===== config.mk =====
export PLATFORM = sky130hd
export DESIGN_NAME = axi_stream_fork
export DESIGN_NICKNAME = d
export VERILOG_FILES = /design/src/rtl/axi_stream_fork_pkg.sv /design/src/rtl/axi_fork_fifo.sv /design/src/rtl/axi_stream_fork.sv
export SDC_FILE = /design/constraint.sdc
export NUM_CORES = 1
export LEC_CHECK = 0
export ABC_CLOCK_PERIOD_IN_PS = 5800
export CAP_MARGIN = 20
export CORE_UTILIZATION = 35
export DETAILED_ROUTE_END_ITERATION = 16
export GPL_TIMING_DRIVEN = 0
export SLEW_MARGIN = 20
export SYNTH_ARGS = -nofsm -noshare
export SYNTH_HDL_FRONTEND = slang
export SYNTH_HIERARCHICAL = 1
export SYNTH_SLANG_ARGS = --single-unit

===== constraint.sdc =====
create_clock -name aclk -period 5.8 [get_ports aclk]
set_input_delay 1.45 -clock aclk [delete_from_list [all_inputs] [get_ports aclk]]
set_output_delay 1.45 -clock aclk [all_outputs]
set_load 0.05 [all_outputs]

===== src/rtl/axi_stream_fork_pkg.sv =====
// ---------------------------------------------------------------------------
// axi_stream_fork_pkg
// Shared constants and helpers for the AXI-stream fork.
//   DROP_CNT_W / DROP_CNT_MAX : width and saturation value of the drop counter
//   ptr_w()                   : FIFO pointer width for a given depth (min 1)
// ---------------------------------------------------------------------------
package axi_stream_fork_pkg;

  localparam int DROP_CNT_W = 16;
  localparam logic [DROP_CNT_W-1:0] DROP_CNT_MAX = '1;

  function automatic int ptr_w(input int depth);
    return (depth > 1) ? $clog2(depth) : 1;
  endfunction

endpackage


===== src/rtl/axi_fork_fifo.sv =====
// ---------------------------------------------------------------------------
// axi_fork_fifo
// One per-output buffer of the stream fork: a DEPTH-entry FIFO whose head is
// presented as an AXI-stream master.
// Ports:
//   aclk, aresetn  clock, async active-low reset (pointers/count only)
//   push           write push_data this cycle (never asserted while full)
//   push_data      entry to write
//   full           count == DEPTH
//   m_valid        FIFO not empty
//   m_ready        downstream ready; m_valid & m_ready pops the head
//   m_data         head entry
// ---------------------------------------------------------------------------
module axi_fork_fifo
  import axi_stream_fork_pkg::*;
#(
  parameter int DATA_W = 64,
  parameter int DEPTH  = 2
) (
  input  logic              aclk,
  input  logic              aresetn,
  input  logic              push,
  input  logic [DATA_W-1:0] push_data,
  output logic              full,
  output logic              m_valid,
  input  logic              m_ready,
  output logic [DATA_W-1:0] m_data
);

  localparam int PTR_W = ptr_w(DEPTH);
  localparam int CNT_W = $clog2(DEPTH + 1);
  localparam logic [PTR_W-1:0] PTR_LAST = PTR_W'(DEPTH - 1);
  localparam logic [CNT_W-1:0] CNT_FULL = CNT_W'(DEPTH);

  // A single-entry buffer cannot sustain one beat per cycle.
  if (DEPTH < 2) begin : g_depth_chk
    $error("axi_fork_fifo: DEPTH must be >= 2");
  end

  logic [DATA_W-1:0] mem_q [DEPTH];
  logic [PTR_W-1:0]  wr_ptr_q, wr_ptr_d;
  logic [PTR_W-1:0]  rd_ptr_q, rd_ptr_d;
  logic [CNT_W-1:0]  count_q, count_d;
  logic              pop;

  // Explicit wrap so non-power-of-2 depths never index past DEPTH-1.
  function automatic logic [PTR_W-1:0] ptr_next(input logic [PTR_W-1:0] p);
    return (p == PTR_LAST) ? '0 : p + PTR_W'(1);
  endfunction

  assign full    = (count_q == CNT_FULL);
  assign m_valid = (count_q != '0);
  assign m_data  = mem_q[rd_ptr_q];
  assign pop     = m_valid & m_ready;

  always_comb begin
    wr_ptr_d = wr_ptr_q;
    rd_ptr_d = rd_ptr_q;
    count_d  = count_q;
    if (push) wr_ptr_d = ptr_next(wr_ptr_q);
    if (pop)  rd_ptr_d = ptr_next(rd_ptr_q);
    case ({push, pop})
      2'b10:   count_d = count_q + CNT_W'(1);
      2'b01:   count_d = count_q - CNT_W'(1);
      default: count_d = count_q;
    endcase
  end

  always_ff @(posedge aclk or negedge aresetn) begin
    if (!aresetn) begin
      wr_ptr_q <= '0;
      rd_ptr_q <= '0;
      count_q  <= '0;
    end else begin
      wr_ptr_q <= wr_ptr_d;
      rd_ptr_q <= rd_ptr_d;
      count_q  <= count_d;
    end
  end

  // Storage is deliberately not reset; valid is governed by count_q alone.
  always_ff @(posedge aclk) begin
    if (push) mem_q[wr_ptr_q] <= push_data;
  end

endmodule


===== src/rtl/axi_stream_fork.sv =====
// ---------------------------------------------------------------------------
// axi_stream_fork
// Broadcasts one AXI-stream source to N_OUTPUTS buffered destinations. A
// per-beat mask selects which outputs receive the beat; each output drains
// from its own FIFO independently.
// Ports:
//   aclk, aresetn  clock, async active-low reset
//   s_valid/s_ready/s_data/s_mask  source beat and destination mask
//   m_valid/m_ready  per-output handshake
//   m_data           output i at [i*DATA_W +: DATA_W]
//   drop_cnt         saturating count of accepted beats with an all-zero mask
// ---------------------------------------------------------------------------
module axi_stream_fork
  import axi_stream_fork_pkg::*;
#(
  parameter int N_OUTPUTS = 2,
  parameter int DATA_W    = 64,
  parameter int DEPTH     = 2
) (
  input  logic                        aclk,
  input  logic                        aresetn,
  input  logic                        s_valid,
  output logic                        s_ready,
  input  logic [DATA_W-1:0]           s_data,
  input  logic [N_OUTPUTS-1:0]        s_mask,
  output logic [N_OUTPUTS-1:0]        m_valid,
  input  logic [N_OUTPUTS-1:0]        m_ready,
  output logic [N_OUTPUTS*DATA_W-1:0] m_data,
  output logic [DROP_CNT_W-1:0]       drop_cnt
);

  logic [N_OUTPUTS-1:0]  full;
  logic [N_OUTPUTS-1:0]  push;
  logic                  accept;
  logic                  drop;
  logic [DROP_CNT_W-1:0] drop_cnt_q, drop_cnt_d;

  // Any full FIFO stalls the source, even one the next beat would skip;
  // this keeps s_ready free of any path from s_mask.
  assign s_ready = &(~full);
  assign accept  = s_valid & s_ready;
  assign push    = {N_OUTPUTS{accept}} & s_mask;
  assign drop    = accept & (s_mask == '0);

  always_comb begin
    drop_cnt_d = drop_cnt_q;
    if (drop && (drop_cnt_q != DROP_CNT_MAX)) drop_cnt_d = drop_cnt_q + DROP_CNT_W'(1);
  end

  always_ff @(posedge aclk or negedge aresetn) begin
    if (!aresetn) drop_cnt_q <= '0;
    else          drop_cnt_q <= drop_cnt_d;
  end

  assign drop_cnt = drop_cnt_q;

  for (genvar i = 0; i < N_OUTPUTS; i++) begin : g_out
    axi_fork_fifo #(
      .DATA_W (DATA_W),
      .DEPTH  (DEPTH)
    ) u_fifo (
      .aclk      (aclk),
      .aresetn   (aresetn),
      .push      (push[i]),
      .push_data (s_data),
      .full      (full[i]),
      .m_valid   (m_valid[i]),
      .m_ready   (m_ready[i]),
      .m_data    (m_data[i*DATA_W +: DATA_W])
    );
  end

endmodule


-- After elaboration in Yosys (flattened, before gate mapping)
Memories as Yosys holds them, arrays and structs flattened.
Cells that the tools add are included.
- flip-flop bits (word level): 24
- bits in writable memories: 256
- input bits: 71
- output and inout bits: 147
- memories kept: 2
- memory list (name ; depth ; bits a word ; rd ports ; clocked after Yosys merged registers in ; wr ports ; RTL line ; text):
    g_out[0].u_fifo.mem_q ; 2 ; 64 ; 1 ; 0 ; 1 ; axi_fork_fifo.sv:40 ; logic [DATA_W-1:0] mem_q [DEPTH];
    g_out[1].u_fifo.mem_q ; 2 ; 64 ; 1 ; 0 ; 1 ; axi_fork_fifo.sv:40 ;
- add/sub/neg operators: 9
- equal/unequal tests: 7
- muxes and demuxes: 10
- bitwise logic cells: 6
- reduce and logical (&&, ||, !) cells: 7
- operators by type and width (kind ; number):
    $add A16 B1 Y16 const B ; 1
    $ne A16 B16 Y1 const B ; 1
    $eq A2 B2 Y1 const B ; 4
    $mux W1 ; 8
    $pmux W2 S2 ; 2
    $reduce_bool A2 Y1 ; 4
    $add A1 B1 Y1 const B ; 4
    $add A2 B1 Y2 const B ; 2
    $and A1 B1 Y1 ; 4
    $eq A2 B1 Y1 const B ; 2
    $sub A2 B1 Y2 const B ; 2
    $and A2 B2 Y2 ; 1
    $logic_not A2 Y1 ; 1
    $not A2 Y2 ; 1
    $reduce_and A2 Y1 ; 1
    $logic_and A1 B1 Y1 ; 1

-- Longest topological paths before layout
Gate-level depths: netlist of run 1.
- depth in word-level cells: 7
- depth in mapped cells: 8
- gate-level depth less buffers: 8

-- By module
The synthesis of run 1 kept the hierarchy.
- modules (own cells, without submodules) (module ; instances ; cells each ; area each (µm²) ; seq. area each (µm²)):
    axi_fork_fifo ; 2 ; 216 ; 5019.8 ; 3943.8
    axi_stream_fork ; 1 ; 79 ; 854.6 ; 400.4

-- Least setup slack after synthesis of run 1
OpenSTA, ideal clock, no wires.
- path type: input port to flip-flop
- from: input s_mask[0]
- to: memory g_out[0].u_fifo.mem_q[0][0] (enable)
- library setup time: 0.487 ns
- arrival time: 4.387 ns
- setup slack: 0.925 ns
- stages on the path: 3
- path through: and3_2 > inv_1 > nor2_1
- word-level cells in the longest chain between the ends: 3
- RTL lines (what ; RTL line ; text):
    start: declaration ; axi_stream_fork.sv:25 ; input logic [N_OUTPUTS-1:0] s_mask,
    $and A2 B2 Y2 ; axi_stream_fork.sv:42 ; assign push = {N_OUTPUTS{accept}} & s_mask;
    $mux W1 ; axi_fork_fifo.sv:83 ; if (push) mem_q[wr_ptr_q] <= push_data;
    $mux W1 (implied by the code) ; axi_fork_fifo.sv:83 ;
    end: declaration ; axi_fork_fifo.sv:40 ;
Every way passes these cells.

-- Final worst setup path of run 1
- from: register g_out[0].u_fifo.rd_ptr_q
- to: output m_data[50]
- word-level cells in the longest chain between the ends: 1
- RTL lines (what ; RTL line ; text):
    start: declaration ; axi_fork_fifo.sv:42 ; logic [PTR_W-1:0] rd_ptr_q, rd_ptr_d;
    start signal: assignment ; axi_fork_fifo.sv:76 ; rd_ptr_q <= rd_ptr_d;
    $mem_v2 Z2 W64 ; - ;
    end: declaration ; axi_stream_fork.sv:28 ; output logic [N_OUTPUTS*DATA_W-1:0] m_data,
Every way passes these cells.

==> metrics.md, run 1 <==
| Metric | Value |
|---|---|
| Status | `completed` |
| Worst path cell trace | `buf_6 -> buf_6 -> mux2_4 -> clkdlybuf4s50_1` |
| First-pass GRT wire length | `~35 mm` |
| Die Width | `~180 µm` |
| Total gr overflow | `0` |
| Placer Congestion | `slightly below 0.9` |
| Most frequent cells in the layout | `256 x edfxtp_1, 216 x clkdlybuf4s50_1, 100 x mux2_4` |
| Clk pin slew, worst setup/hold paths | `0.06 ns` |
| Crit path time final | `3.83 ns` |
| Most common flop cell mapped by yosys | `edfxtp_1` |
| NumNets Final | `approximately 840` |
| RSZ-0062 raised after global routing | `false` |
| CP max stage cell | `clkdlybuf4s50_1` |
| Number of synthesized flops with an enable pin | `256` |
| Fraction of layout cells with a size suffix above 1 | `26.7%` |
| Vias/cell | `4.65` |
| DRC Markers | `0` |
| Vias in the first global route | `roughly 6.0k` |
| Crit Path Class | `reg -> out` |
| Top cells by area, synth | `edfxtp_1 71%, mux2_4 14%, dfrtp_1 5.5%` |
| Final hold violation count | `0` |
| Ys async rst share | `approximately 8.6%` |
| CTS Buf Count | `29` |
| Max-slew violation count | `0` |
| Die Area | `31,800 µm²` |
| CTS tree | `built` |
| Top Ports | `~220` |
| DRT Wirelength | `approximately 23 mm` |
| Syn Inst Count | `between 500 and 600` |
| Crit start category | `flop` |
| Crit path max fanout | `10` |
| Cell family with most CP delay | `buffers and inverters` |
| Cell Rows | `64` |
| CP max stage delay | `roughly 0.75 ns` |
| Post-route cell area | `14,800 µm²` |
| Final TNS setup | `0 ns` |
| Root buffer cell | `clkbuf_16` |
| Antenna violations before repair | `0` |
| Ant diodes | `0` |
| Setup slack after layout | `between 1.5 and 2 ns` |
| Fillers | `2,558` |
| Buf+Inv Stages, Crit Path | `3` |
| MaxCap Viol Count | `0` |
| WP data required | `between 4 and 5 ns` |
| HPWL after DPL | `approximately 15 mm` |
| Post-Place Setup Slack | `roughly 2.2 ns` |
| Post-synthesis cell area | `10,900 µm²` |
| Worst r2r src | `g_out[1].u_fifo/count_q[1]` |
| Post-CTS Setup Bufs | `0` |
| Power per cell area | `around 540 nW/µm²` |
| Final setup fails | `0` |
| Starting DRT DRC Count | `between 200 and 250` |
| GRT Total Usage | `between 10% and 20%` |
| Most Frequent Cell on Critical Path | `buf_6` |
| Hold path endpoint | `g_out[1].u_fifo/count_q[1]` |
| Skew final | `between 0.006 and 0.007 ns` |
| Worst R2R Setup Slack | `between 3 and 4 ns` |
| Count of warnings emitted by yosys | `6` |
| Post-CTS Resized | `0` |
| Clock Tree Buf Depth | `3` |
| I/O Buffers | `approximately 220` |
| Lkg Pwr | `5.39 nW` |
| Register area share after synthesis | `between 70% and 80%` |
| Launch point of the worst hold path | `g_out[1].u_fifo/count_q[1]` |
| Worst slew pin tran | `approximately 0.61 ns` |
| Hold WC Path Type | `reg -> reg` |
| Hold_buf cts | `0` |
| Worst vdd ir | `0.276 mV` |
| Hold Path Depth | `1` |
| Area Growth Syn to Fin | `35.7%` |
| Biggest area consumer among synthesized cells | `edfxtp_1` |
| Cell area after placement | `13,800 µm²` |
| Reg2reg end | `g_out[1].u_fifo/mem_q[0][5]` |
| DRT Pass-1 Iters | `4` |
| Clk sinks | `280` |
| Clk Latency, worst-skew pair | `between 0.5 and 0.6 ns` |
| Total via count in the routed design | `5,518` |
| Pin count of the biggest net entering global routing | `37` |
| Register-to-Register Path Depth | `7` |
| Tcrit/Tclk final | `between 60% and 70%` |
| Die height | `roughly 180 µm` |
| Clock H-tree levels | `1` |
| Fmax | `between 200 and 300 MHz` |
| Initial Util | `a little over a third` |
| Arrival @ worst endpoint | `2.38 ns` |
| Yosys reg bits | `280` |
| Crit. End Element | `output port` |
| Unique cell type count in the Yosys netlist | `35` |
| Leading cell type in the layout, fill and taps excluded | `edfxtp_1` |
| Antenna-violating nets left | `0` |
| Routed WL per cell | `between 15 and 20 µm` |
| Std-Cell Core Area | `between 30,000 and 40,000 µm²` |
| Max-slew headroom | `58.8%` |
| Hold_ws | `~0.49 ns` |
| Post-synth top area share | `70.6%` |
| Post-Syn Area per Cell | `between 20 and 25 µm²` |
| Syn nets | `roughly 590` |
==> stage by stage <==
step | power, mW | utilization, % | instances
after floorplan | 5.03 | - | 511
after global placement | 6.05 | 44.3 | 1124
after detailed placement | 6.11 | 45.1 | 1132
after CTS | 8.06 | 48.3 | 1186
after global routing | 8.25 | 48.3 | 1186
final | 7.94 | 48.3 | 1186
==> Yosys cell counts, types with 2 or more instances <==
| cell type | count |
|---|---|
| and2_4 | 2 |
| nand2_1 | 6 |
| and3_1 | 2 |
| ha_1 | 3 |
| nor3_1 | 6 |
| xnor2_1 | 5 |
| a21oi_1 | 2 |
| dfrtp_1 | 24 |
| or2_1 | 2 |
| or2_2 | 2 |
| nor4_1 | 5 |
| inv_1 | 4 |
| edfxtp_1 | 256 |
| buf_6 | 12 |
| nor2b_1 | 2 |
| nand4_1 | 3 |
| buf_2 | 2 |
| and3_2 | 2 |
| and2_1 | 3 |
| mux2_4 | 100 |
| nand3_1 | 4 |
| nor2_1 | 7 |
| mux2_2 | 28 |
| xor2_1 | 18 |
==> metal layers <==
layer | track usage (%) | routed length, µm
met5 | 0 | 0
met2 | 24.6 | 11200
met1 | 18.0 | 9760
met3 | 4.11 | 1850
met4 | 3.32 | 371
==> cell families (layout without fill, tap and decap cells) <==
family / after synthesis / count (layout) / share of synthesized area, %
DFF: 280 / 280 / 76.1
muxes: 129 / 129 / 16.8
and+or+nand+nor: 53 / 53 / 3.15
xor gates and xnor gates: 23 / 23 / 1.85
buffers and inverters: 18 / 297 / 1.47
AOI/OAI and AO/OA: 5 / 5 / 0.333
adders and majority gates: 3 / 3 / 0.345
==> power by group <==
| part | internal, mW | leakage, nW | switching [mW] |
|---|---|---|---|
| Combinational | 1.34 | 2.26 | 2.08 |
| Clock | 1.18 | 0.484 | 0.733 |
| Sequential | 2.51 | 2.64 | 0.0980 |
| Total | 5.03 | 5.39 | 2.91 |
==> worst max-delay path by stage <==
stage	endpoint	slack, ns	cells past startpoint	from
after floorplan	g_out[0].u_fifo/mem_q[0][0]	0.93	3	s_mask[0]
after global placement	g_out[0].u_fifo/mem_q[0][17]	-2.08	4	s_valid
after detailed placement	g_out[1].u_fifo/mem_q[0][15]	2.21	6	s_valid
after CTS	m_data[50]	1.89	4	g_out[0].u_fifo/rd_ptr_q
after global routing	m_data[50]	1.86	4	g_out[0].u_fifo/rd_ptr_q
final	m_data[50]	1.97	4	g_out[0].u_fifo/rd_ptr_q
==> state kept, by name (all words and copies together) (netlist names) <==
signal and flops:
g_out.u_fifo/mem_q 256, drop_cnt 16, g_out.u_fifo/count_q 4, g_out.u_fifo/rd_ptr_q 2, g_out.u_fifo/wr_ptr_q 2
==> final cells by class <==
class                   instances  area, µm²  area share (%)
well taps                     396        495            3.35
clock buffers                  34        744            5.04
multi-input cells             213       2470            16.7
flip-flops and latches        280       8290            56.1
repair buffers                225       2370            16.0
clock inverters                20        256            1.74
plain buffers                  14        145           0.982
inverters                       4       15.0           0.102
Power figures use the tool's default switching activity.
==> run 2: changes to the inputs <==
--- a/config.mk
+++ b/config.mk
@@ -5,7 +5,7 @@
 export SDC_FILE = /design/constraint.sdc
 export NUM_CORES = 1
 export LEC_CHECK = 0
-export ABC_CLOCK_PERIOD_IN_PS = 5800
+export ABC_CLOCK_PERIOD_IN_PS = 3500
 export CAP_MARGIN = 20
 export CORE_UTILIZATION = 35
 export DETAILED_ROUTE_END_ITERATION = 16
==> constraint.sdc (replaced) <==
create_clock -name aclk -period 3.5 [get_ports aclk]
set_input_delay 0.875 -clock aclk [delete_from_list [all_inputs] [get_ports aclk]]
set_output_delay 0.875 -clock aclk [all_outputs]
set_load 0.05 [all_outputs]
==> metrics.md, run 2 (synthesized netlist as in run 1, its figures left out) <==
| Metric | Value |
|---|---|
| CP max stage cell | `clkdlybuf4s50_1` |
| Worst path cell trace | `buf_6 -> buf_6 -> mux2_4 -> clkdlybuf4s50_1` |
| Crit path max fanout | `10` |
| Largest Register | `g_out.u_fifo/mem_q` |
| Cell area after placement | `between 10,000 and 15,000 µm²` |
| Total gr overflow | `0` |
| Die height | `around 180 µm` |
| Worst slew pin tran | `about 0.66 ns` |
| Area Growth Syn to Fin | `34.6%` |
| WP data required | `2.62 ns` |
| Starting DRT DRC Count | `around 280` |
| Total power | `12.8 mW` |
| Vias/cell | `around 4.6` |
| Int Pwr | `slightly above 8 mW` |
| Fmax | `around 310 MHz` |
| GRT Total Usage | `14.1%` |
| NumNets Final | `840` |
| Reg area | `approximately 8300 µm²` |
| CTS Buf Count | `28` |
| Die Width | `~180 µm` |
| Std-Cell Core Area | `30,600 µm²` |
| Crit start category | `flop` |
| DRC Markers | `0` |
| Buf+Inv Stages, Crit Path | `3` |
| Cell Rows | `64` |
| Hold_buf cts | `0` |
| HPWL after DPL | `approximately 15 mm` |
| RSZ-0062 raised after global routing | `false` |
| Initial Util | `35.6%` |
| Clock H-tree levels | `1` |
| Fillers | `2,547` |
| Root buffer cell | `clkbuf_16` |
| Total via count in the routed design | `~5.5k` |
| Seq pwr share | `around 34%` |
| Pin count of the biggest net entering global routing | `between 40 and 50` |
| Setup slack after layout | `0.247 ns` |
| Most Frequent Cell on Critical Path | `buf_6` |
| Power per cell area | `876 nW/µm²` |
| Lkg Pwr | `between 5 and 6 nW` |
| Post-CTS Resized | `0` |
| Hold WC Path Type | `in -> async` |
| Antenna violations before repair | `0` |
| Crit Path Class | `reg -> out` |
| Clk Latency, worst-skew pair | `between 0.5 and 0.6 ns` |
| Cell family with most CP delay | `buffers and inverters` |
| Final hold violation count | `0` |
| Placer Congestion | `0.846` |
| Antenna-violating nets left | `0` |
| DRT Pass-1 Iters | `5` |
| Max FFs per register | `~260` |
| CP max stage delay | `0.76 ns` |
| Routed WL per cell | `between 15 and 20 µm` |
| CTS tree | `built` |
| Die Area | `roughly 32,000 µm²` |
| Top Ports | `roughly 220` |
| Final setup fails | `0` |
| Max-slew headroom | `a little under three fifths` |
| Clock share of power | `22.3%` |
| Ant diodes | `0` |
| MaxCap Viol Count | `0` |
| Arrival @ worst endpoint | `2.38 ns` |
| Vias in the first global route | `about 5.8k` |
| Switch share | `37.0%` |
| Tcrit/Tclk final | `between 90% and 100%` |
| Leading cell type in the layout, fill and taps excluded | `edfxtp_1` |
| Final core occ | `a little under half` |
| Net switching power | `around 4.7 mW` |
| Clock Tree Buf Depth | `3` |
| Post-CTS Setup Bufs | `0` |
| Crit path time final | `between 3 and 4 ns` |
| Final TNS setup | `0 ns` |
| Clk sinks | `280` |
| Fraction of layout cells with a size suffix above 1 | `around 26%` |
| Max-slew violation count | `0` |
| DRT Wirelength | `approximately 23 mm` |
| Skew final | `~0.0093 ns` |
| I/O Buffers | `~220` |
| Post-Place Setup Slack | `0.470 ns` |
| Worst vdd ir | `roughly 0.56 mV` |
| Comb pwr share | `about 44%` |
| Status | `completed` |
| Crit. End Element | `output port` |
| Most frequent cells in the layout | `256 x edfxtp_1, 216 x clkdlybuf4s50_1, 100 x mux2_4` |
| Multi-input logic area | `approximately 2500 µm²` |
| Clk pin slew, worst setup/hold paths | `0.06 ns` |
| Post-route cell area | `14,700 µm²` |
| First-pass GRT wire length | `between 30 and 40 mm` |
run 2: cell types whose count changed in the layout (fill, tap and decap cells not counted), sizes merged:
| cell | change |
|---|---|
| clkinvlp | -2 |
| bufinv | -3 |
| inv | -1 |
| clkinv | +2 |
run 2: stage by stage:
stage               instances  hold WS, ns
detailed placement       1132        0.469
CTS                      1182        0.485
floorplan                 511        0.448
finish                   1182        0.328
global placement         1124        0.470
global route             1182        0.350
run 2: final cells by class:
class                      instances  share of cell area (%)
clock buffer                      34                    5.08
tap                              396                    3.38
multi-input combinational        213                    16.8
clock inverter                    16                   0.964
timing repair buffer             225                    16.1
sequential                       280                    56.5
buffer                            14                   0.990
inverter                           4                   0.102
run 2: path summary, 6_finish.rpt:
| kind | startpoint | endpoint | slack, ns | cells past startpoint |
|---|---|---|---|---|
| max | g_out[0].u_fifo/rd_ptr_q | m_data[50] | 0.25 | 4 |
| max reg2reg | g_out[1].u_fifo/count_q[1] | g_out[0].u_fifo/mem_q[0][25] | 1.05 | 7 |
| max in group asynchronous | aresetn | g_out[0].u_fifo/rd_ptr_q | 2.79 | 1 |
| min in group aclk | g_out[0].u_fifo/count_q[1] | g_out[0].u_fifo/count_q[1] | 0.49 | 1 |
| min reg2reg | g_out[0].u_fifo/count_q[1] | g_out[0].u_fifo/count_q[1] | 0.49 | 1 |
| min | aresetn | g_out[1].u_fifo/wr_ptr_q | 0.33 | 1 |
run 2: power groups by stage:
stage	Sequential (mW)	Combinational, mW	Clock, mW
2_1_floorplan	4.44	3.89	0
3_3_place_gp	4.39	5.61	0
3_5_place_dp	4.40	5.72	0
4_1_cts	4.33	5.74	2.95
5_1_grt	4.37	5.89	3.08
6_report	4.33	5.65	2.86
run 2: worst reg2reg max path, delay by kind of cell (launching register included):
family | cells | cell delay (ns)
simple gates | 4 | 1.23
flops | 1 | 0.40
buf+inv | 3 | 0.52
run 2: metal layers:
layer	part of all wire (%)	global-route usage, %
met1	41	17.4
met2	50	24.7
met3	7.9	3.77
met4	1.2	2.86
met5	0	0
